## src/rtl/orv64_sysbus_rd_arb.sv

```systemverilog
// orv64_sysbus_rd_arb: shares one sysbus AR/R port among NUM_REQ read requesters.
// Latency: 0 cycles on AR (comb select) and on R (comb route by rid tag).
// Backpressure: a stalled AR grant is locked in ST_HOLD until arready; rready follows the addressed requester.
//
// Ports:
//   clk_i, rst_n_i                  clock, synchronous active-low reset
//   req_arvalid_i/req_ar_i          per-requester AR channel in, req_arready_o back
//   req_rvalid_o/req_r_o            per-requester R channel out, req_rready_i back
//   sysbus_req_if_ar*               shared downstream AR channel (arid tagged with requester index)
//   sysbus_resp_if_r*               shared downstream R channel (routed by rid tag)
//   err_bad_rid_o                   sticky: an R beat carried a tag >= NUM_REQ

package orv64_sysbus_pkg;
  localparam int RING_TID_W = 6;
  typedef logic [RING_TID_W-1:0] ring_tid_t;

  typedef struct packed {
    ring_tid_t   arid;
    logic [39:0] araddr;
    logic [7:0]  arlen;
    logic [2:0]  arsize;
    logic [1:0]  arburst;
  } oursring_req_if_ar_t;

  typedef struct packed {
    ring_tid_t   rid;
    logic [63:0] rdata;
    logic [1:0]  rresp;
    logic        rlast;
  } oursring_resp_if_r_t;
endpackage

module orv64_sysbus_rd_arb
  import orv64_sysbus_pkg::*;
#(
  parameter int NUM_REQ  = 2,  // 2..4
  parameter int MAX_OUTS = 4   // 1..15
) (
  input  logic                                clk_i,
  input  logic                                rst_n_i,
  input  logic                [NUM_REQ-1:0]   req_arvalid_i,
  input  oursring_req_if_ar_t [NUM_REQ-1:0]   req_ar_i,
  output logic                [NUM_REQ-1:0]   req_arready_o,
  output logic                [NUM_REQ-1:0]   req_rvalid_o,
  output oursring_resp_if_r_t [NUM_REQ-1:0]   req_r_o,
  input  logic                [NUM_REQ-1:0]   req_rready_i,
  output logic                                sysbus_req_if_arvalid_o,
  output oursring_req_if_ar_t                 sysbus_req_if_ar_o,
  input  logic                                sysbus_req_if_arready_i,
  input  logic                                sysbus_resp_if_rvalid_i,
  input  oursring_resp_if_r_t                 sysbus_resp_if_r_i,
  output logic                                sysbus_resp_if_rready_o,
  output logic                                err_bad_rid_o
);

  localparam int IDX_W   = $clog2(NUM_REQ);
  localparam int PW      = IDX_W + 1;           // room for ptr+offset before wrap
  localparam int CNT_W   = $clog2(MAX_OUTS + 1);
  localparam int TAG_LSB = RING_TID_W - IDX_W;

  typedef enum logic {ST_IDLE, ST_HOLD} state_e;

  state_e             rff_state_q;
  logic [IDX_W-1:0]   rff_gnt_q;
  logic [IDX_W-1:0]   rff_rr_ptr_q;
  logic [CNT_W-1:0]   outs_cnt_q [NUM_REQ];
  logic [CNT_W-1:0]   outs_cnt_d [NUM_REQ];
  logic               err_bad_rid_q;

  logic [NUM_REQ-1:0] elig;
  logic [PW-1:0]      cand;
  logic               sel_vld;
  logic [IDX_W-1:0]   sel_idx;
  logic               cur_vld;
  logic [IDX_W-1:0]   cur_idx;
  logic               ar_hs;
  oursring_req_if_ar_t ar_mux;

  logic [IDX_W-1:0]   r_tag;
  logic               r_tag_ok;
  logic               r_hs;
  oursring_resp_if_r_t r_clr;
  logic [NUM_REQ-1:0] cnt_inc;
  logic [NUM_REQ-1:0] cnt_dec;

  function automatic logic [IDX_W-1:0] ptr_after(input logic [IDX_W-1:0] idx);
    if (idx == IDX_W'(NUM_REQ - 1)) return '0;
    return idx + 1'b1;
  endfunction

  // ---------------- AR arbitration ----------------
  always_comb begin
    for (int i = 0; i < NUM_REQ; i++) begin
      elig[i] = req_arvalid_i[i] && (outs_cnt_q[i] < CNT_W'(MAX_OUTS));
    end
  end

  // Walk offsets from the far end down to 0 so the smallest offset from the
  // round-robin pointer is the one that sticks.
  always_comb begin
    sel_vld = 1'b0;
    sel_idx = '0;
    cand    = '0;
    for (int k = NUM_REQ - 1; k >= 0; k--) begin
      cand = {1'b0, rff_rr_ptr_q} + PW'(k);
      if (cand >= PW'(NUM_REQ)) cand = cand - PW'(NUM_REQ);
      if (elig[cand[IDX_W-1:0]]) begin
        sel_vld = 1'b1;
        sel_idx = cand[IDX_W-1:0];
      end
    end
  end

  // In ST_HOLD the locked grant is presented without re-checking eligibility
  // so arvalid/payload stay stable until the downstream accepts.
  assign cur_vld = (rff_state_q == ST_HOLD) || sel_vld;
  assign cur_idx = (rff_state_q == ST_HOLD) ? rff_gnt_q : sel_idx;

  assign sysbus_req_if_arvalid_o = rst_n_i && cur_vld;
  assign ar_hs = sysbus_req_if_arvalid_o && sysbus_req_if_arready_i;

  always_comb begin
    ar_mux = '0;
    for (int i = 0; i < NUM_REQ; i++) begin
      if (cur_idx == IDX_W'(i)) ar_mux = req_ar_i[i];
    end
    sysbus_req_if_ar_o = ar_mux;
    sysbus_req_if_ar_o.arid[TAG_LSB +: IDX_W] = cur_idx;
  end

  always_comb begin
    for (int i = 0; i < NUM_REQ; i++) begin
      req_arready_o[i] = ar_hs && (cur_idx == IDX_W'(i));
    end
  end

  // ---------------- R routing ----------------
  assign r_tag    = sysbus_resp_if_r_i.rid[TAG_LSB +: IDX_W];
  assign r_tag_ok = ({1'b0, r_tag} < PW'(NUM_REQ));

  // Unknown tags are sunk (rready=1) so a stray beat cannot wedge the bus.
  always_comb begin
    r_clr = sysbus_resp_if_r_i;
    r_clr.rid[TAG_LSB +: IDX_W] = '0;
    sysbus_resp_if_rready_o = !r_tag_ok;
    req_rvalid_o = '0;
    for (int i = 0; i < NUM_REQ; i++) begin
      req_r_o[i] = r_clr;
      if (r_tag_ok && (r_tag == IDX_W'(i))) begin
        sysbus_resp_if_rready_o = req_rready_i[i];
        req_rvalid_o[i]         = sysbus_resp_if_rvalid_i && rst_n_i;
      end
    end
  end

  assign r_hs = sysbus_resp_if_rvalid_i && sysbus_resp_if_rready_o;

  // ---------------- outstanding counters ----------------
  always_comb begin
    for (int i = 0; i < NUM_REQ; i++) begin
      cnt_inc[i]    = ar_hs && (cur_idx == IDX_W'(i));
      cnt_dec[i]    = r_hs && r_tag_ok && (r_tag == IDX_W'(i));
      outs_cnt_d[i] = outs_cnt_q[i];
      if (cnt_inc[i] && !cnt_dec[i]) begin
        outs_cnt_d[i] = outs_cnt_q[i] + 1'b1;
      end else if (cnt_dec[i] && !cnt_inc[i] && (outs_cnt_q[i] != '0)) begin
        // Saturate at 0: an unmatched R beat must not wrap the count.
        outs_cnt_d[i] = outs_cnt_q[i] - 1'b1;
      end
    end
  end

  // ---------------- state ----------------
  always_ff @(posedge clk_i) begin
    if (!rst_n_i) begin
      rff_state_q   <= ST_IDLE;
      rff_gnt_q     <= '0;
      rff_rr_ptr_q  <= '0;
      err_bad_rid_q <= 1'b0;
      for (int i = 0; i < NUM_REQ; i++) outs_cnt_q[i] <= '0;
    end else begin
      for (int i = 0; i < NUM_REQ; i++) outs_cnt_q[i] <= outs_cnt_d[i];
      if (sysbus_resp_if_rvalid_i && !r_tag_ok) err_bad_rid_q <= 1'b1;
      case (rff_state_q)
        ST_IDLE: begin
          if (sel_vld) begin
            if (sysbus_req_if_arready_i) begin
              rff_rr_ptr_q <= ptr_after(sel_idx);
            end else begin
              rff_gnt_q   <= sel_idx;
              rff_state_q <= ST_HOLD;
            end
          end
        end
        ST_HOLD: begin
          if (sysbus_req_if_arready_i) begin
            rff_rr_ptr_q <= ptr_after(rff_gnt_q);
            rff_state_q  <= ST_IDLE;
          end
        end
        default: rff_state_q <= ST_IDLE;
      endcase
    end
  end

  assign err_bad_rid_o = err_bad_rid_q;

endmodule

```

## config.mk

```make
export PLATFORM = sky130hd
export DESIGN_NAME = orv64_sysbus_rd_arb
export DESIGN_NICKNAME = d
export VERILOG_FILES = /design/src/rtl/orv64_sysbus_rd_arb.sv
export SDC_FILE = /design/constraint.sdc
export NUM_CORES = 1
export LEC_CHECK = 0
export ABC_AREA = 0
export BUFFER_PORTS_ARGS = -buffer_cell sky130_fd_sc_hd__buf_2
export CORE_AREA = 3 3 159 161
export CTS_CLUSTER_SIZE = 25
export DETAILED_ROUTE_END_ITERATION = 6
export DIE_AREA = 0 0 162 164
export SLEW_MARGIN = 20
export SYNTH_ARGS = -nofsm -noshare
export SYNTH_HDL_FRONTEND = slang
export SYNTH_SLANG_ARGS = --single-unit
```

## constraint.sdc

```tcl
create_clock -name clk_i -period 2.2 [get_ports clk_i]
set_input_delay 0.11 -clock clk_i [delete_from_list [all_inputs] [get_ports clk_i]]
set_output_delay 0.11 -clock clk_i [all_outputs]
set_load 0.005 [all_outputs]
```

# After elaboration in Yosys (flattened, before gate mapping)
# Memory sizes are Yosys's and may differ from the RTL's.
# Cells that the tools add are included.
[op_classes]
n_addsub = 9
n_eq_ne = 3
n_bitwise = 6
magnitude_cmp = 6
n_reduce_logical = 25
shift = 0
n_div = 0
mux = 43
n_mul = 0
[ops]
columns = ["cell", "count"]
rows = [
  ["58-bit 2-to-1 mux", 1],
  ["1-bit 2-to-1 mux", 34],
  ["3-bit 2-to-1 mux", 6],
  ["1-bit logical AND", 16],
  ["3-bit by 1-bit adder with 3-bit output (second input constant)", 2],
  ["3-bit < comparator (second input constant)", 2],
  ["2-bit != test (second input constant)", 3],
  ["3-bit AND reduction", 2],
  ["3-bit nonzero test", 2],
  ["3-bit by 1-bit subtractor with 3-bit output (second input constant)", 2],
  ["1-bit logical NOT", 4],
  ["1-bit by 2-bit < comparator with 1-bit output (second input constant)", 2],
  ["1-bit inverter", 4],
  ["1-bit case mux with 2 select lines", 2],
  ["1-bit adder (second input constant)", 2],
  ["1-bit by 1-bit adder with 2-bit output (second input constant)", 1],
  ["1-bit by 2-bit >= comparator with 1-bit output (second input constant)", 1],
  ["2-bit >= comparator (second input constant)", 1],
  ["1-bit bitwise OR", 2],
  ["1-bit subtractor (second input constant)", 2],
  ["1-bit logical OR", 1],
]
[word_totals]
regBits = 3
romBits = 0
latch_bits = 0
ramBits = 6
elab_cells = 96
n_memories = 1
input_bits = 199
[memory_table]
columns = ["name", "words", "word_bits", "rd", "rd_clocked_by_memory_dff", "wr", "line", "source"]
rows = [
  ["outs_cnt_q", 2, 3, 2, 0, 2, "66", "logic [CNT_W-1:0] outs_cnt_q [NUM_REQ];"],
]

# Depth between registers and ports, before layout
[depth]
ltp_word = 17
ltp_mapped = 10
depth_no_buf = 9

# Worst setup path before layout
# Ideal clock, no wire load.
[synth_path]
path_type = "register to register"
startpoint = "memory outs_cnt_q[0][5] (netlist name)"
endpoint = "memory outs_cnt_q[0][5] (netlist name)"
arrival_ns = 2.243
t_required_ns = 2.128
setup_ns = 0.072
stages_incl_launch_ff = 10
path_buffers = 0
path_slack_ns = -0.115
cell_sequence = "dfxtp_1 > nand2b_1 > a31o_2 > nand2b_4 > inv_1 > nand2_1 > fa_1 > or3_1 > mux2i_1 > mux2i_1"
[synth_rtl]
columns = ["element", "line"]
rows = [
  ["start: declaration", "66"],
]

==> impl_metrics.yaml <==
sta:
  final-max-slew-violation-count: 0
  setup_tns_ps: 0
  setup_viol: 0
  hold_viol: 0
  clock_skew_ps: 5.498
  period_share_pct: 96.75
  grt_setup_unrepaired: "true"
  clock.fmax_mhz: 469.8
  worst_slack_ps: 71.50
  fin_crit_ps: 2129
placement:
  hpwl_mm: 8.832
  dp_slack_ps: 26.82
  portBuffers: 189
  dp_cells: 648
  gp_congestion: 0.6962
floorplan:
  start_util_pct: 10.00
  num_io_pins: 411
  die_x_um: 162
  die_area_um2: 26570
  rows: 57
  die_h_um: 164
  core_area_um2: 24110
global_routing:
  grt_pass1_vias: 1776
  grt_pass1_wl_mm: 12.61
  grt.total_usage_pct: 6.637
  overflow: 0
  antenna_found_initial: 1
  grt_max_degree: 26
final_layout:
  nNetsFinal: 534
  mostFrequentLayoutCells: "189 x buf_2, 50 x mux2_2, 15 x nand2_1, 9 x mux2_1"
  ff_latch_area_um2: 181.4
  synthToLayoutAreaGrowth_pct: 17.49
  diodes: 0
  mostFrequentLayoutCell: "buf_2"
  fin_cells: 656
  drive_gt1_share_pct: 78.92
  multi_input_area_um2: 1094
  fill_cells: 2811
critical_path:
  crit_arrival_ps: 2300
  start_kind: "flop"
  endpoint_kind: "flop"
  required_ps: 2370
  crit_type: "flop to flop"
  crit_path_max_fanout: 4
synth:
  synth_cell_types: 30
  synth_cells: 284
  ys_seq_elements: 9
  ys_warn_count: 0
  yosysSeqAreaShare_pct: 7.473
  avgSynthCellArea_um2: 8.490
  synth_area_leaders: "buf_4 46%, mux2_2 23%, dfxtp_1 7.5%"
  synth_top_area_cell: "buf_4"
  synth_top_area_share_pct: 46.39
  syn_area_um2: 2411
clock_network:
  cts_tree: "yes"
  ctsHoldBuffers: 0
  cts_buffer_depth: 2
  clk_latency_ps: 240
  clk_pin_slew_ps: 40
  clock-root-buffer: "clkbuf_16"
  cts_num_sinks: 9
  cts_inserted_buffers: 3
  htree_levels: 1
hold_path:
  min_path_type: "input pin to flop"
drt:
  drc: 0
  firstDrtPassIters: 4
  avgRoutedWirePerCell_um: 15.35
  ant_nets: 0
  drt-total-wl_mm: 10.07
  vias: 1992
  vias_per_cell: 3.037
  drtIter0Drc: 26
job:
  max_cap_viol_count: 0
status:
  status: "finished clean"
power_and_ir_drop:
  leakage_nw: 1.359
  ir_drop_v: 0.0002487
  p_per_area_nw_per_um2: 384.3
  power_mw: 1.088
logic make-up (layout without fill, tap and decap cells):
logic type | after synthesis | in the layout | share of synthesized area, %
compound gates | 8 | 8 | 3.114
fa+ha+maj | 2 | 2 | 1.661
buf+inv | 158 | 204 | 48.31
flops | 9 | 9 | 7.473
mux | 67 | 67 | 30.88
other cells | 1 | 3 | 0.1555
simple gates | 39 | 39 | 8.407
routing by layer:
layer  wire [um]  vias up  track usage (%)
met2        4432      232            10.18
met5          12        -                0
li1            -      882                -
met4         241        2            2.094
met1        3208      847            6.498
met3        2177       29            6.028
critical path, cell delays in order, from the launching register on:
cell and delay (ps):
dfxtp_2 320, nand2b_4 150, o31ai_4 330, nand2b_4 100
inv_2 70, nand2_2 50, fa_2 340, or3_1 340
mux2i_1 180, mux2i_1 190
metrics by stage:
step / area, um2 / hold WS (ps) / util (%)
after floorplan: 2431 / 181.6 / -
after global placement: 2675 / 220.1 / 11.10
after detailed placement: 2675 / 220.1 / 11.10
after CTS: 2814 / 83.77 / 11.67
after global routing: 2833 / 91.58 / 11.75
final: 2833 / 87.16 / 11.75
where the power goes:
part	total [mW]	switching, mW	internal [mW]
combinational	0.569	0.235	0.335
clock	0.329	0.0859	0.243
sequential	0.190	0.0138	0.177
synthesized netlist by cell type:
cell type / instances
a211o_1: 1
a21boi_1: 1
a21oi_1: 1
a31o_2: 2
and2_1: 1
and3_1: 1
buf_2: 4
buf_4: 149
buf_6: 1
clkbuf_1: 2
conb_1: 1
dfxtp_1: 9
fa_1: 2
inv_1: 2
mux2_1: 9
mux2_2: 50
mux2i_1: 8
nand2_1: 16
nand2b_1: 6
nand2b_4: 1
nand3_1: 2
nand3b_1: 1
nor2_1: 4
nor2b_1: 2
nor3_1: 3
nor3b_2: 1
o21ai_1: 1
o31ai_4: 1
o32a_1: 1
or3_1: 1
final timing paths:
check                                              from                to  slack [ps]  depth (start not counted)
worst min-delay path            sysbus_req_if_arready_i       rff_state_q          90                          2
worst min register to register         outs_cnt_q[0][5]  outs_cnt_q[0][5]         460                          2
worst max-delay path                   outs_cnt_q[0][5]  outs_cnt_q[0][5]          70                          9
worst max register to register         outs_cnt_q[0][5]  outs_cnt_q[0][5]          70                          9
layout make-up:
class                      instances  share of cell area [%]
tap                              324                   14.31
inverter                           2                  0.2650
timing repair buffer             198                   37.63
multi-input combinational        119                   38.60
sequential                         9                   6.405
clock buffer                       4                   2.783
sequential cells by signal, summed over array words and instances (netlist names):
| signal | flops |
|---|---|
| rff_gnt_q | 1 |
| rff_state_q | 1 |
| rff_rr_ptr_q | 1 |
| outs_cnt_q | 6 |
repair_timing:
| item | CTS | global route |
|---|---|---|
| setup endpoints to repair | 47 | 23 |
| pin swaps | 1 | 2 |
| resized for setup | 4 | 3 |
| setup buffers | 1 | 2 |
| gates cloned | 1 | 0 |
Note: power is estimated with default switching activity, not from simulation.
